`src/rtl/eth_tx_framer_if.sv`:
```
// eth_tx_framer_if: payload byte stream from the MAC source into the framer.
interface eth_tx_framer_if;
    logic [7:0] S_DATA;
    logic       S_VALID;
    logic       S_LAST;
    logic       S_READY;
    modport master (output S_DATA, S_VALID, S_LAST, input S_READY);
    modport slave (input S_DATA, S_VALID, S_LAST, output S_READY);
endinterface

```
`src/rtl/eth_tx_framer.sv`:
```
// eth_tx_framer: byte stream to MII/RMII symbols with preamble, SFD, FCS and inter-frame gap.
// Define ETH_TX_PAD_EN to zero-pad payloads shorter than 60 bytes before the FCS.
module eth_tx_framer #(
    parameter int DATA_W         = 2,
    parameter int PREAMBLE_BYTES = 7,
    parameter int IFG_BYTES      = 12,
    parameter int CNT_W          = 16
) (
    input  logic              CLK,
    input  logic              RST_N,
    eth_tx_framer_if.slave    s,
    output logic              TXEN,
    output logic [DATA_W-1:0] TXD,
    output logic              BUSY,
    output logic              UNDERRUN,
    output logic [CNT_W-1:0]  FRAME_CNT
);
    localparam int SPB = 8 / DATA_W;
    localparam logic [2:0]  SYM_END = 3'(SPB - 1);
    localparam logic [15:0] PRE_END = 16'(PREAMBLE_BYTES * SPB - 1);
    localparam logic [15:0] FCS_END = 16'(4 * SPB - 1);
    localparam logic [15:0] IFG_END = 16'(IFG_BYTES * SPB - 1);

    if (!(DATA_W == 2 || DATA_W == 4 || DATA_W == 8)) begin : g_bad_width
        $error("eth_tx_framer: DATA_W must be 2, 4 or 8");
    end

    typedef enum logic [2:0] {
        IDLE, PRE, SFD, DATA,
`ifdef ETH_TX_PAD_EN
        PAD,
`endif
        FCS, IFG
    } state_t;

    state_t state_q, state_d;
    logic [15:0] cnt_q, cnt_d;
    logic [7:0] sh_q, sh_d;
    logic [31:0] crc_q, crc_d;
    logic last_q, last_d;
    logic und_q, und_d;
    logic [CNT_W-1:0] fcnt_q, fcnt_d;
    logic last_sym, rdy, fcs_ld;
`ifdef ETH_TX_PAD_EN
    logic [6:0] len_q, len_d;
    logic pad_ld;
`endif

    function automatic logic [31:0] crc_byte(input logic [31:0] c, input logic [7:0] d);
        logic [31:0] r;
        r = c;
        for (int i = 0; i < 8; i++) r = (r[0] ^ d[i]) ? (r >> 1) ^ 32'hEDB88320 : r >> 1;
        return r;
    endfunction

    // cnt_q runs continuously through SFD/DATA/PAD, so its low bits give the symbol slot.
    assign last_sym = (cnt_q[2:0] & SYM_END) == SYM_END;
    assign rdy = (state_q == SFD || state_q == DATA) && last_sym && !last_q;

    always_ff @(posedge CLK) begin
        if (!RST_N) begin
            state_q <= IDLE;
            cnt_q <= '0;
            sh_q <= '0;
            crc_q <= '1;
            last_q <= 1'b0;
            und_q <= 1'b0;
            fcnt_q <= '0;
`ifdef ETH_TX_PAD_EN
            len_q <= '0;
`endif
        end else begin
            state_q <= state_d;
            cnt_q <= cnt_d;
            sh_q <= sh_d;
            crc_q <= crc_d;
            last_q <= last_d;
            und_q <= und_d;
            fcnt_q <= fcnt_d;
`ifdef ETH_TX_PAD_EN
            len_q <= len_d;
`endif
        end
    end

    always_comb begin
        state_d = state_q;
        cnt_d = cnt_q + 16'd1;
        sh_d = sh_q >> DATA_W;
        crc_d = crc_q;
        last_d = last_q;
        und_d = 1'b0;
        fcnt_d = fcnt_q;
        fcs_ld = 1'b0;
`ifdef ETH_TX_PAD_EN
        pad_ld = 1'b0;
`endif
        unique case (state_q)
            IDLE: begin
                cnt_d = '0;
                if (s.S_VALID) begin
                    state_d = PRE;
                    sh_d = 8'h55;
                    crc_d = '1;
                    last_d = 1'b0;
                end
            end
            PRE: begin
                if (cnt_q == PRE_END) begin
                    state_d = SFD;
                    cnt_d = '0;
                    sh_d = 8'hD5;
                end else if (last_sym) begin
                    sh_d = 8'h55;
                end
            end
            SFD, DATA: begin
                if (rdy && s.S_VALID) begin
                    state_d = DATA;
                    sh_d = s.S_DATA;
                    crc_d = crc_byte(crc_q, s.S_DATA);
                    last_d = s.S_LAST;
                end else if (rdy) begin
                    state_d = IFG;
                    cnt_d = '0;
                    und_d = 1'b1;
                end else if (last_sym) begin
`ifdef ETH_TX_PAD_EN
                    if (len_q < 7'd60) pad_ld = 1'b1; else
`endif
                    fcs_ld = 1'b1;
                end
            end
`ifdef ETH_TX_PAD_EN
            PAD: begin
                if (last_sym) begin
                    if (len_q < 7'd60) pad_ld = 1'b1; else fcs_ld = 1'b1;
                end
            end
`endif
            FCS: begin
                if (cnt_q == FCS_END) begin
                    state_d = IFG;
                    cnt_d = '0;
                    fcnt_d = fcnt_q + CNT_W'(1);
                end else if (last_sym) begin
                    sh_d = ~crc_q[7:0];
                    crc_d = {8'h00, crc_q[31:8]};
                end
            end
            IFG: begin
                if (cnt_q == IFG_END) begin
                    state_d = IDLE;
                    cnt_d = '0;
                end
            end
            default: state_d = IDLE;
        endcase
`ifdef ETH_TX_PAD_EN
        if (pad_ld) begin
            state_d = PAD;
            sh_d = 8'h00;
            crc_d = crc_byte(crc_q, 8'h00);
        end
        len_d = state_q == IDLE ? 7'd0 :
                (((rdy && s.S_VALID) || pad_ld) && len_q != 7'd64) ? len_q + 7'd1 : len_q;
`endif
        if (fcs_ld) begin
            state_d = FCS;
            cnt_d = '0;
            sh_d = ~crc_q[7:0];
            crc_d = {8'h00, crc_q[31:8]};
        end
    end

    always_comb begin
        TXEN = !(state_q inside {IDLE, IFG});
        TXD = TXEN ? sh_q[DATA_W-1:0] : '0;
        BUSY = state_q != IDLE;
        UNDERRUN = und_q;
        FRAME_CNT = fcnt_q;
        s.S_READY = rdy;
    end
endmodule

```
`src/flat_wrapper.sv`:
```
// flat-port wrapper written by rule: the top's interface ports become plain ports
module eth_tx_framer_flat 
#(
    parameter int DATA_W         = 2,
    parameter int PREAMBLE_BYTES = 7,
    parameter int IFG_BYTES      = 12,
    parameter int CNT_W          = 16
)
  (CLK, RST_N, TXEN, TXD, BUSY, UNDERRUN, FRAME_CNT, s_S_DATA, s_S_VALID, s_S_LAST, s_S_READY);
  eth_tx_framer_if s_i ();
  input  logic CLK;
  input  logic RST_N;
  output logic TXEN;
  output logic [DATA_W-1:0] TXD;
  output logic BUSY;
  output logic UNDERRUN;
  output logic [CNT_W-1:0] FRAME_CNT;
  input wire logic [$bits(s_i.S_DATA)-1:0] s_S_DATA;
  input wire logic [$bits(s_i.S_VALID)-1:0] s_S_VALID;
  input wire logic [$bits(s_i.S_LAST)-1:0] s_S_LAST;
  output wire logic [$bits(s_i.S_READY)-1:0] s_S_READY;
  assign s_i.S_DATA = s_S_DATA;
  assign s_i.S_VALID = s_S_VALID;
  assign s_i.S_LAST = s_S_LAST;
  assign s_S_READY = s_i.S_READY;
  eth_tx_framer #(.DATA_W(DATA_W), .PREAMBLE_BYTES(PREAMBLE_BYTES), .IFG_BYTES(IFG_BYTES), .CNT_W(CNT_W)) u_core (.CLK(CLK), .RST_N(RST_N), .s(s_i), .TXEN(TXEN), .TXD(TXD), .BUSY(BUSY), .UNDERRUN(UNDERRUN), .FRAME_CNT(FRAME_CNT));
endmodule
```
`config.mk`:
```
export PLATFORM = sky130hd
export DESIGN_NAME = eth_tx_framer_flat
export DESIGN_NICKNAME = d
export VERILOG_FILES = /design/src/rtl/eth_tx_framer_if.sv /design/src/rtl/eth_tx_framer.sv /design/src/flat_wrapper.sv
export SDC_FILE = /design/constraint.sdc
export NUM_CORES = 1
export LEC_CHECK = 0
export ABC_AREA = 1
export CORE_AREA = 10 10 113 105
export DETAILED_ROUTE_END_ITERATION = 10
export DIE_AREA = 0 0 123 115
export PLACE_DENSITY = 0.82
export SLEW_MARGIN = 20
export SYNTH_ARGS = -nofsm -noshare
export SYNTH_HDL_FRONTEND = slang
export SYNTH_SLANG_ARGS = --single-unit
```
`constraint.sdc`:
```
create_clock -name CLK -period 2.8 [get_ports CLK]
set_clock_uncertainty 0.1 [all_clocks]
set_input_delay 0.28 -clock CLK [delete_from_list [all_inputs] [get_ports CLK]]
set_output_delay 0.28 -clock CLK [all_outputs]
set_load 0.1 [all_outputs]
```
After elaboration in Yosys (flattened, before gate mapping)
Index checks and enable logic that the tools add are counted.

storage, ports and cells
  register bits = 77
  input bits = 12
  output and inout bits = 22
  logic and storage cells = 116

cells by class
  add/sub/neg operators = 2
  equality and inequality tests = 23
  muxes and demuxes = 45
  bitwise logic cells = 19
  reductions and logical operators = 19

operators with widths
  cell                                                               count
  32-bit two-way mux                                                 13
  13-bit inverter with 14-bit output                                 8
  32-bit case mux with 3 select lines                                1
  16-bit two-way mux                                                 5
  16-bit case mux with 5 select lines                                1
  8-bit two-way mux                                                  5
  16-bit by 1-bit adder with 16-bit output (second input constant)   2
  8-bit case mux with 4 select lines                                 1
  3-bit two-way mux                                                  7
  3-bit by 1-bit != test with 1-bit output (second input constant)   6
  16-bit by 4-bit == test with 1-bit output (second input constant)  1
  16-bit by 5-bit == test with 1-bit output (second input constant)  1
  16-bit by 6-bit == test with 1-bit output (second input constant)  1
  3-bit case mux with 5 select lines                                 1
  5-bit AND reduction                                                3
  7-bit two-way mux                                                  2
  2-bit by 1-bit != test with 1-bit output (second input constant)   4
  8-bit inverter                                                     1
  1-bit XOR                                                          8
  1-bit two-way mux                                                  7
  3-bit by 2-bit == test with 1-bit output (second input constant)   2
  3-bit == test (second input constant)                              2
  3-bit by 2-bit != test with 1-bit output (second input constant)   2
  4-bit by 1-bit != test with 1-bit output (second input constant)   1
  17 further kinds                                                   23

Logic depth before layout (Yosys ltp)
  depth after elaboration = 19
  gate-level depth with buffers = 15

Worst setup path before layout
OpenSTA, ideal clock, no wires.

  path kind = register -> output
  start point = register u_core.state_q[1]
  end point = output TXD[0]
  arrival = 3.620 ns
  slack = -1.200 ns
  stages on the path, launching flop included = 5
  cells stage by stage = dfxtp_1 nor2_2 nand2_1 inv_1 nor3b_1

on the way
  word-level cells in the longest chain between the ends = 3
  elaborated cells between the ends (all ways) = 4

RTL lines
  element                                             RTL line              RTL
  start, declared                                     eth_tx_framer.sv:36   state_t state_q, state_d;
  start signal, assigned                              eth_tx_framer.sv:73   state_q <= state_d;
  3-bit == test or 3-bit logical NOT (tied branches)  eth_tx_framer.sv:177  TXEN = !(state_q inside {IDLE, IFG});
  2-bit nonzero test *                                eth_tx_framer.sv:177
  2-bit two-way mux *                                 eth_tx_framer.sv:178  TXD = TXEN ? sh_q[DATA_W-1:0] : '0;
  end, declared                                       flat_wrapper.sv:14    output logic [DATA_W-1:0] TXD;

Mark *: on every way between the ends. The rest lies on a longest branch, timed or not.

Worst setup path after layout
  start point = register u_core.cnt_q[0]
  end point = register u_core.last_q

on the way
  word-level cells in the longest chain between the ends = 6

RTL lines
  element                                             RTL line              RTL
  start, declared                                     eth_tx_framer.sv:37   logic [15:0] cnt_q, cnt_d;
  start signal, assigned                              eth_tx_framer.sv:74   cnt_q <= cnt_d;
  2-bit == test                                       eth_tx_framer.sv:57   assign last_sym = (cnt_q[2:0] & SYM_END) == SYM_END;
  1-bit logical AND (2 in series)                     eth_tx_framer.sv:58   assign rdy = (state_q == SFD || state_q == DATA) && last_sym && !last_q;
  1-bit logical AND                                   eth_tx_framer.sv:118  if (rdy && s.S_VALID) begin
  2-bit by 1-bit != test with 1-bit output (no line)  n/a
  3-bit AND reduction (no line)                       n/a
  end signal, assigned                                eth_tx_framer.sv:77   last_q <= last_d;
  end, declared                                       eth_tx_framer.sv:40   logic last_q, last_d;

Every way passes these cells.
A chain may end at the register's enable or synchronous reset.

==> summary.md <==
| Metric | Value |
|---|---|
| Data required, critical path | 2.95 ns |
| Area contributors post-synth | dfxtp_1 (30%), nand2_1 (20%), a21oi_1 (7.8%) |
| Critical path buffer and inverter count | 1 |
| Number of fill cells in the layout | 892 |
| DRC viols | 0 |
| Post-Place Cells | 1003 |
| Max-cap violation count | 0 |
| Distinct cells, synth | 39 |
| Core ar. | 9490 um2 |
| H-tree lvl count | 3 |
| Buffers on Ports | 33 |
| Final Setup Violations | 0 |
| CP Launch Point | u_core.cnt_q[0]$_SDFF_PP0_ |
| Setup TNS | 0 ns |
| Final worst setup slack | 0.400 ns |
| CTS Buf Count | 9 |
| Vias in the first global route | 5073 |
| Mapped Cells | 859 |
| Skew-Pair Late Insertion Delay | 0.37 ns |
| Vias | 5723 |
| # IOs | 34 |
| Crit-path max cell delay | 0.37 ns |
| Period utilization | 0.857 |
| Most frequent cells in the layout | nand2_1 (280), a21oi_1 (81), inv_1 (77), nand3_1 (77), dfxtp_1 (77) |
| Max-slew violation count | 0 |
| Nets | 902 |
| Post-layout util | 0.615 |
| Post-route minimum period | 2.40 ns |
| Headroom to the max-slew limit | 0.568 |
| DRT iter0 DRCs | 750 |
| Crit path DAT | 2.55 ns |
| Clock sinks | 77 |
| Final HPWL DP | 11.1 mm |
| Worst reg2reg startpoint | u_core.cnt_q[0]$_SDFF_PP0_ |
| Register area share after synthesis | 0.296 |
| Largest net degree at the start of global routing | 43 |
| Cell breakdown of the critical path | ha_1, inv_2, nor3_4, nand2_2, nand2_2, nand4_1, nor2_4, nand2_1, o21ai_1, nor2_1 |
| GRT Total Usage | 0.218 |
| Area grow syn2layout | 12.0% |
| Slew @ Worst Pin | 0.647 ns |
| Outcome | completed |
| Number of antenna-violating nets in the routed design | 0 |
| Final hold vios | 0 |
| Max IR drop VDD | 772 uV |
| Avg Cell Area, Syn | 6.07 um2 |
| Post-CTS Resized | 0 |
| Mapped cell area | 5210 um2 |
| Post-synthesis mux area share | 0 |
| Pwr dens | 1010 nW/um2 |
| Die Span Y | 115 um |
| RePlAce Congestion | 0.991 |
| Antenna fix cells | 0 |
| Setup WS pre-CTS | 0.362 ns |
| Xor/xnor share of the synthesized area | 0.0471 |
| Top-area cell type share of the netlist area | 0.296 |
| Total nets after synthesis | 873 |
| Detailed Route WL | 15.3 mm |
| CTS tree | done |
| Compound-cell area share of the yosys netlist | 0.167 |
| Fin cells | 1019 |
| Seq cells post-synth | 77 |
| Asr flop ratio synth | 0 |
| Most common cell after layout, fill and taps aside | nand2_1 |
| Top FF cell, synth | dfxtp_1 |
| # Post-CTS Setup Buffers | 0 |
| Starting Density | 0.549 |
| Fmax | 417 MHz |
| Synth Warn # | 0 |
| Setup crit start kind | register |
| DRT Pass-1 Iters | 6 |
| Site Rows | 34 |
| Congestion Overflow GR | 0 |
| DR WL/cell | 15.0 um |
| Share of cells above drive strength 1 | 0.0840 |
| Initial antenna violation count | 0 |
| Critical path type | register to register |
| Routed vias/inst | 5.62 |
| CTS hold repair buffers | 0 |
| Post-synthesis simple-gate area fraction | 0.398 |
| Critical path's top delay family | simple AND/OR/NAND/NOR gates |
| Worst hold path class | register to register |
| Largest area contributor in the netlist | dfxtp_1 |
| First-pass GRT wire length | 24.9 mm |
| Clk root buf | clkbuf_8 |
| EDFF count, synth | 0 |
| Worst-path clk slew | 0.08 ns |
| CP max-delay cell | dfxtp_1 |
| Cell seen most often among critical-path stages | nand2_2 |
| Die Area | 14100 um2 |
| Setup crit end kind | register |
| Main combinational cell family by area after synthesis | simple AND/OR/NAND/NOR gates |
| Worst Hold Launch | u_core.cnt_q[0]$_SDFF_PP0_ |
| Post-synthesis adder-cell area fraction | 0.00480 |
| Leak | 0.00264 uW |
| Longest Clk Path Bufs | 2 |
| RSZ-0062 raised after global routing | false |
| Worst-path fanout max | 9 |
| Die Wd | 123 um |
[cell type report]
cell class              count  area (um2)  share of cell area
multi-input cells         673        3230               0.554
flip-flops and latches     77        1540               0.264
repair buffers             45         365              0.0626
inverters                  82         308              0.0528
clock buffers              13         159              0.0272
well taps                 126         158              0.0270
clock inverters             3        67.6              0.0116
[worst register-to-register path: cells and delay by family, from the launching register on]
kind	cells	cell delay (ns)
and+or+nand+nor	7	1.26
DFF	1	0.37
adders and majority gates	1	0.33
buffers and inverters	1	0.14
AOI/OAI and AO/OA	1	0.09
[logic make-up after synthesis]
group	Yosys count
adder cells (fa/ha/maj)	2
AO/OA/AOI/OAI	161
buffers and inverters	109
XOR/XNOR	28
flip-flops	77
AND/OR/NAND/NOR	482
[synthesized netlist by cell type, types with 2 or more instances]
cell type	count
o21a_1	2
nor2_4	2
o21ai_0	48
xor2_1	20
inv_1	77
nand2_1	280
nor3_1	17
xnor2_1	8
a22oi_1	2
nand2_2	7
a31oi_1	5
nand2_4	2
o31ai_1	2
nor3b_1	3
ha_1	2
o211ai_1	13
nor2_2	2
nor3_4	2
nor2_1	74
clkbuf_1	7
nand3_1	77
a21oi_1	81
buf_6	3
inv_2	4
o21ai_1	4
nand3b_1	3
buf_2	13
nor3_2	2
nor4_1	2
dfxtp_1	77
nand4_1	6
a41oi_1	2
nand3_2	2
buf_1	3
[sequential cells by signal, indices dropped and copies added, names as in the netlist]
signal,flops
u_core.UNDERRUN,1
u_core.last_q,1
u_core.sh_q,8
u_core.FRAME_CNT,16
u_core.state_q,3
u_core.cnt_q,16
u_core.crc_q,32
[routing by layer]
layer / part of all wire / track usage
met5: 0 / 0
met4: 0.030 / 0.0861
met2: 0.42 / 0.323
met1: 0.44 / 0.291
met3: 0.11 / 0.0652
[power breakdown]
| group | switching [uW] | internal (uW) | total [uW] |
|---|---|---|---|
| Combinational | 2420 | 1030 | 3450 |
| Clock | 423 | 552 | 975 |
| Sequential | 193 | 1300 | 1490 |
[final timing paths]
| kind | end | slack, ns | cells after the start |
|---|---|---|---|
| hold / removal | u_core.cnt_q[0]$_SDFF_PP0_ | 0.36 | 1 |
| setup / recovery | u_core.last_q$_SDFFE_PN0P_ | 0.40 | 10 |
| setup reg to reg | u_core.last_q$_SDFFE_PN0P_ | 0.40 | 10 |
| hold reg to reg | u_core.cnt_q[0]$_SDFF_PP0_ | 0.36 | 1 |
[metrics by stage]
step | area (um2) | hold WS (ns) | power (uW)
6_report | 5830 | 0.361 | 5920
5_1_grt | 5830 | 0.375 | 6400
4_1_cts | 5830 | 0.364 | 5860
3_5_place_dp | 5610 | 0.344 | 4880
3_3_place_gp | 5610 | 0.333 | 4870
2_1_floorplan | 5220 | 0.318 | 4190
No activity file was read; power rests on OpenSTA's default activity.
